<file path="src/rtl/pipeline_hazard_controller.sv">
// pipeline_hazard_controller
//   Stall/flush sequencer for the 5-stage MIPS pipeline. It has no datapath of
//   its own. It drives the load enables and bubble inserts for PC, IF/ID,
//   ID/EX, EX/MEM and MEM/WB from four causes:
//     - load-use hazards
//     - taken branches resolved in EX
//     - variable-latency data-memory accesses
//     - multi-cycle mul/div operations
//
//   Ports:
//     clk, reset            rising-edge clock, async active-high reset
//     id_rs/id_rt/id_uses_rt          source operands of the ID instruction
//     ex_mem_read/ex_write_reg        load in EX and its destination register
//     ex_branch_taken, ex_muldiv_start  EX-stage control events
//     mem_req/mem_ready               data-memory handshake of the MEM stage
//     *_write / *_flush               per-register load enable / bubble insert
//     muldiv_done           one-cycle pulse when the mul/div result is valid
//     busy                  high in MEM_WAIT or MULDIV_BUSY
//     stall_cycle_count, flush_count  performance counters
//
//   Optional feature: define HAZARD_PERF_COUNTERS_EN to build the saturating
//   counters. When it is undefined, both counter ports are tied to zero.
module pipeline_hazard_controller #(
    parameter int MULDIV_CYCLES = 4,
    parameter int CNT_W         = 32
) (
    input  logic             clk,
    input  logic             reset,
    input  logic [4:0]       id_rs,
    input  logic [4:0]       id_rt,
    input  logic             id_uses_rt,
    input  logic             ex_mem_read,
    input  logic [4:0]       ex_write_reg,
    input  logic             ex_branch_taken,
    input  logic             ex_muldiv_start,
    input  logic             mem_req,
    input  logic             mem_ready,
    output logic             pc_write,
    output logic             ifid_write,
    output logic             ifid_flush,
    output logic             idex_write,
    output logic             idex_flush,
    output logic             exmem_write,
    output logic             exmem_flush,
    output logic             memwb_write,
    output logic             memwb_flush,
    output logic             muldiv_done,
    output logic             busy,
    output logic [CNT_W-1:0] stall_cycle_count,
    output logic [CNT_W-1:0] flush_count
);

    typedef enum logic [1:0] {RUN, MEM_WAIT, MULDIV_BUSY} state_t;

    // The entry cycle in RUN is the first freeze cycle. That is why the
    // counter starts one below the total.
    localparam logic [3:0] MD_INIT = 4'(MULDIV_CYCLES - 1);

    state_t     state, state_nxt;
    logic [3:0] cnt, cnt_nxt;
    logic       load_use, do_mem, do_freeze, done;

    assign load_use = ex_mem_read && (ex_write_reg != 5'd0) &&
                      ((ex_write_reg == id_rs) || (id_uses_rt && (ex_write_reg == id_rt)));

    always_ff @(posedge clk or posedge reset) begin
        if (reset) begin
            state <= RUN;
            cnt   <= 4'd0;
        end else begin
            state <= state_nxt;
            cnt   <= cnt_nxt;
        end
    end

    always_comb begin
        state_nxt   = state;
        cnt_nxt     = cnt;
        do_mem      = 1'b0;
        do_freeze   = 1'b0;
        done        = 1'b0;
        unique case (state)
            RUN: begin
                if (mem_req && !mem_ready) begin
                    do_mem    = 1'b1;
                    state_nxt = MEM_WAIT;
                end else if (ex_muldiv_start) begin
                    do_freeze = 1'b1;
                    cnt_nxt   = MD_INIT;
                    state_nxt = MULDIV_BUSY;
                end
            end
            MEM_WAIT: begin
                // ex_muldiv_start is ignored here. The held EX instruction
                // raises it again once the pipeline is back in RUN.
                if (!mem_ready) do_mem = 1'b1;
                else            state_nxt = RUN;
            end
            MULDIV_BUSY: begin
                // MEM holds bubbles while frozen, so mem_req is ignored.
                if (cnt != 4'd0) begin
                    do_freeze = 1'b1;
                    cnt_nxt   = cnt - 4'd1;
                end else begin
                    done      = 1'b1;
                    state_nxt = RUN;
                end
            end
            default: state_nxt = RUN;
        endcase

        pc_write    = 1'b1;
        ifid_write  = 1'b1;
        ifid_flush  = 1'b0;
        idex_write  = 1'b1;
        idex_flush  = 1'b0;
        exmem_write = 1'b1;
        exmem_flush = 1'b0;
        memwb_write = 1'b1;
        memwb_flush = 1'b0;
        muldiv_done = done;
        busy        = (state != RUN);

        if (do_mem) begin
            // Hold PC through EX/MEM. Drain a bubble into WB.
            pc_write    = 1'b0;
            ifid_write  = 1'b0;
            idex_write  = 1'b0;
            exmem_write = 1'b0;
            memwb_flush = 1'b1;
        end else if (do_freeze) begin
            // Hold the front end. A bubble leaves EX while the unit iterates.
            pc_write    = 1'b0;
            ifid_write  = 1'b0;
            idex_write  = 1'b0;
            exmem_flush = 1'b1;
        end else if (ex_branch_taken) begin
            // A taken branch squashes the wrong-path instructions. It also
            // overrides any load-use stall on them.
            ifid_flush  = 1'b1;
            idex_flush  = 1'b1;
        end else if (load_use) begin
            pc_write    = 1'b0;
            ifid_write  = 1'b0;
            idex_flush  = 1'b1;
        end

        if (reset) begin
            pc_write    = 1'b0;
            ifid_write  = 1'b0;
            ifid_flush  = 1'b0;
            idex_write  = 1'b0;
            idex_flush  = 1'b0;
            exmem_write = 1'b0;
            exmem_flush = 1'b0;
            memwb_write = 1'b0;
            memwb_flush = 1'b0;
            muldiv_done = 1'b0;
            busy        = 1'b0;
        end
    end

`ifdef HAZARD_PERF_COUNTERS_EN
    logic [CNT_W-1:0] stall_q, flush_q;

    // The flops are in reset while reset is high, so only live cycles count.
    always_ff @(posedge clk or posedge reset) begin
        if (reset) begin
            stall_q <= '0;
            flush_q <= '0;
        end else begin
            if (!pc_write && (stall_q != '1)) stall_q <= stall_q + 1'b1;
            if (ifid_flush && (flush_q != '1)) flush_q <= flush_q + 1'b1;
        end
    end

    assign stall_cycle_count = stall_q;
    assign flush_count       = flush_q;
`else
    assign stall_cycle_count = '0;
    assign flush_count       = '0;
`endif

endmodule

</file>
<file path="config.mk">
export PLATFORM = sky130hd
export DESIGN_NAME = pipeline_hazard_controller
export DESIGN_NICKNAME = d
export VERILOG_FILES = /design/src/rtl/pipeline_hazard_controller.sv
export SDC_FILE = /design/constraint.sdc
export NUM_CORES = 1
export LEC_CHECK = 0
export BUFFER_PORTS_ARGS = -buffer_cell sky130_fd_sc_hd__buf_2
export CORE_ASPECT_RATIO = 0.6
export CORE_UTILIZATION = 39
export CTS_CLUSTER_SIZE = 16
export DETAILED_ROUTE_END_ITERATION = 10
export GPL_TIMING_DRIVEN = 0
export PLACE_DENSITY_LB_ADDON = 0.3
export SETUP_SLACK_MARGIN = 0.02
export SYNTH_ARGS = -nofsm -noshare
export SYNTH_HDL_FRONTEND = slang
export SYNTH_SLANG_ARGS = --single-unit
</file>
<file path="constraint.sdc">
create_clock -name clk -period 6.2 [get_ports clk]
set_clock_uncertainty 0.2 [all_clocks]
set_input_delay 1.24 -clock clk [delete_from_list [all_inputs] [get_ports clk]]
set_output_delay 1.24 -clock clk [all_outputs]
set_load 0.1 [all_outputs]
</file>
==> flow_metrics.tcl <==
set metrics [dict create \
    dp_hpwl_mm 1.773 \
    syn-cell-area_mm2 0.001017 \
    status "finished, final reports clean" \
    max_freq_mhz 238.1 \
    tritoncts "done" \
    p_clk_share_pct 10.3 \
    drc_errors 0 \
    grt_overflow 0 \
    ys_types 26 \
    switching_share_pct 68.32 \
    p_switching_uw 380.1 \
    clock_latency_ps 220 \
    cts_setup_buffers 0 \
    drtPass1Iterations 4 \
    area_growth_syn_to_layout_pct 47.36 \
    seq_area_frac_synth_pct 14.76 \
    nNetsFinal 252 \
    final.setup.tns_ps 0 \
    io_pins 98 \
    hold_viol 0 \
    drt_wl_total_mm 1.865 \
    core_mm2 0.002310 \
    finalMaxSlewViolations 0 \
    cts_buffer_depth 2 \
    cap_violations 0 \
    cts_resized 0 \
    path_clk_slew_ps 40 \
    ant_nets 0 \
    design.die.area_mm2 0.002823 \
    peakVddDrop_v 0.0001608 \
    layout_common_cells "65 x buf_4, 64 x conb_1, 33 x buf_2" \
    cp_data_arrival_time_ps 2760 \
    period_minus_slack_ps 4201 \
    drive_above_1_share_pct 47.56 \
    p_int_uw 176.2 \
    initial_core_util_pct 44.04 \
    wire_per_inst_um 7.314 \
    vias 868 \
    numPortBuffers 33 \
    timing.final.crit_share_pct 67.75 \
    dp.cells 252 \
    ctsHoldBuffers 0 \
    die_w_um 67.93 \
    synth_seq_cells 6 \
    required_ps 4760 \
    synth.avg_cell_area_um2 8.073 \
    htreeDepth 1 \
    grt_max_degree 10 \
    final_cells 255 \
    antenna_found_initial 0 \
    grt_pass1_wl_mm 2.829 \
    root_buffer "clkbuf_8" \
    leakage_uw 0.0009692 \
    seq_power_share_pct 11.4 \
    grt_pass1_vias 686 \
    combinationalPowerShare_pct 78.3 \
    startpoint_type "primary input" \
    setup_viol 0 \
    clock_sinks 6 \
    drt_iter0_drc 34 \
    criticalPathCategory "in2out" \
    nFillCells 205 \
    diodes 0 \
    power.density_mw_per_mm2 371.1 \
    place_congestion 0.8956 \
    hp-class "reg2reg" \
    rsz0062_at_grt "false" \
    crit_fanout 3 \
    die_h_um 41.56 \
    viasPerCell 3.404 \
    end_kind "primary output" \
    cts_made_buffers 3 \
    row_count 13 \
    final_common_cell "buf_4" \
    grt_usage_pct 12.96 \
    postSynthCellCount 126 \
    yosysWarnings 0 \
]
-- cell type report --
type	count	area [um2]	area share, %
Buffer	65	488.0	32.55
Clock buffer	3	41.29	2.755
Inverter	6	22.52	1.503
Multi-Input combinational cell	112	594.3	39.65
Sequential cell	6	150.1	10.02
Tap cell	30	37.54	2.504
Timing Repair Buffer	33	165.2	11.02
-- flip-flops by register name, summed over array words and instances, names as in the netlist --
register,flops
state,2
cnt,4
-- metal layers --
metal	wire, um	share of wire, %	global-route usage, %
met1	792	42	17.52
met4	0	0	2.917
met3	220	12	3.846
met2	852	46	20.00
met5	0	0	0
-- metrics by stage --
step           util, %  instance area (um2)  setup slack [ps]  hold slack, ps  total power [uW]
2_1_floorplan        -                 1255             211.8           281.8             458.4
3_3_place_gp     63.11                 1458              2005           313.4             496.4
3_5_place_dp     63.11                 1458              1984           318.2             499.5
4_1_cts          64.90                 1499              1990           317.2             558.5
5_1_grt          64.90                 1499              1945           350.5             580.6
6_report         64.90                 1499              1999           322.4             556.3
-- path summary, 6_finish.rpt --
check                                           from              endpoint  slack [ps]  cells after the start
max in group asynchronous                      reset    cnt[0]$_DFFE_PP0P_        4770                      2
worst max register to register    cnt[0]$_DFFE_PP0P_    cnt[1]$_DFFE_PP0P_        4340                      6
min in group asynchronous                      reset  state[0]$_DFFE_PP0P_         790                      2
worst min-delay path            state[1]$_DFFE_PP0P_  state[0]$_DFFE_PP0P_         320                      1
worst max-delay path                 ex_write_reg[1]              pc_write        2000                      6
worst min register to register  state[1]$_DFFE_PP0P_  state[0]$_DFFE_PP0P_         320                      1
-- critical path: stages --
cell and delay (ps):
buf_2 120, or4_1 510, o21ai_1 220, o31a_1 160, buf_4 100, buf_2 410
-- cell families after synthesis --
group / count (synthesis) / share of synthesized area [%]
fa+ha+maj: 2 / 2.460
other cells: 1 / 0.3686
buf+inv: 71 / 50.18
flops: 6 / 14.76
xor+xnor: 12 / 10.33
compound gates: 8 / 7.995
simple gates: 26 / 13.90
-- power groups by stage --
| stage | combinational (uW) | clock [uW] | sequential (uW) |
|---|---|---|---|
| after global placement | 433 | 0 | 63.3 |
| after detailed placement | 435 | 0 | 64.1 |
| after CTS | 436 | 59.4 | 63.5 |
| after floorplan | 398 | 0 | 60.7 |
| after global routing | 453 | 61.6 | 65.5 |
| final | 436 | 57.3 | 63.5 |
-- Yosys cell counts --
cell	instances	area, um2
nor2_1	8	30.03
clkinv_1	1	3.750
nand2_4	1	11.26
nand2b_1	1	6.260
nor2b_1	1	6.260
nand3_1	3	15.01
o21ai_1	1	5.000
inv_1	5	18.77
o31ai_2	1	12.51
nand2_1	2	7.510
or4_1	1	7.510
a32oi_4	1	27.53
or3b_4	1	11.26
o31a_1	2	17.52
xnor2_1	1	8.760
nor3_1	4	20.02
xor2_1	11	96.34
dfrtp_1	6	150.1
and3_2	1	7.510
conb_1	1	3.750
buf_4	65	488.0
nor4_1	2	12.51
and3_1	1	6.260
ha_1	2	25.02
a32oi_1	1	8.760
a21oi_1	2	10.01
Note: power is estimated with default switching activity, not from simulation.
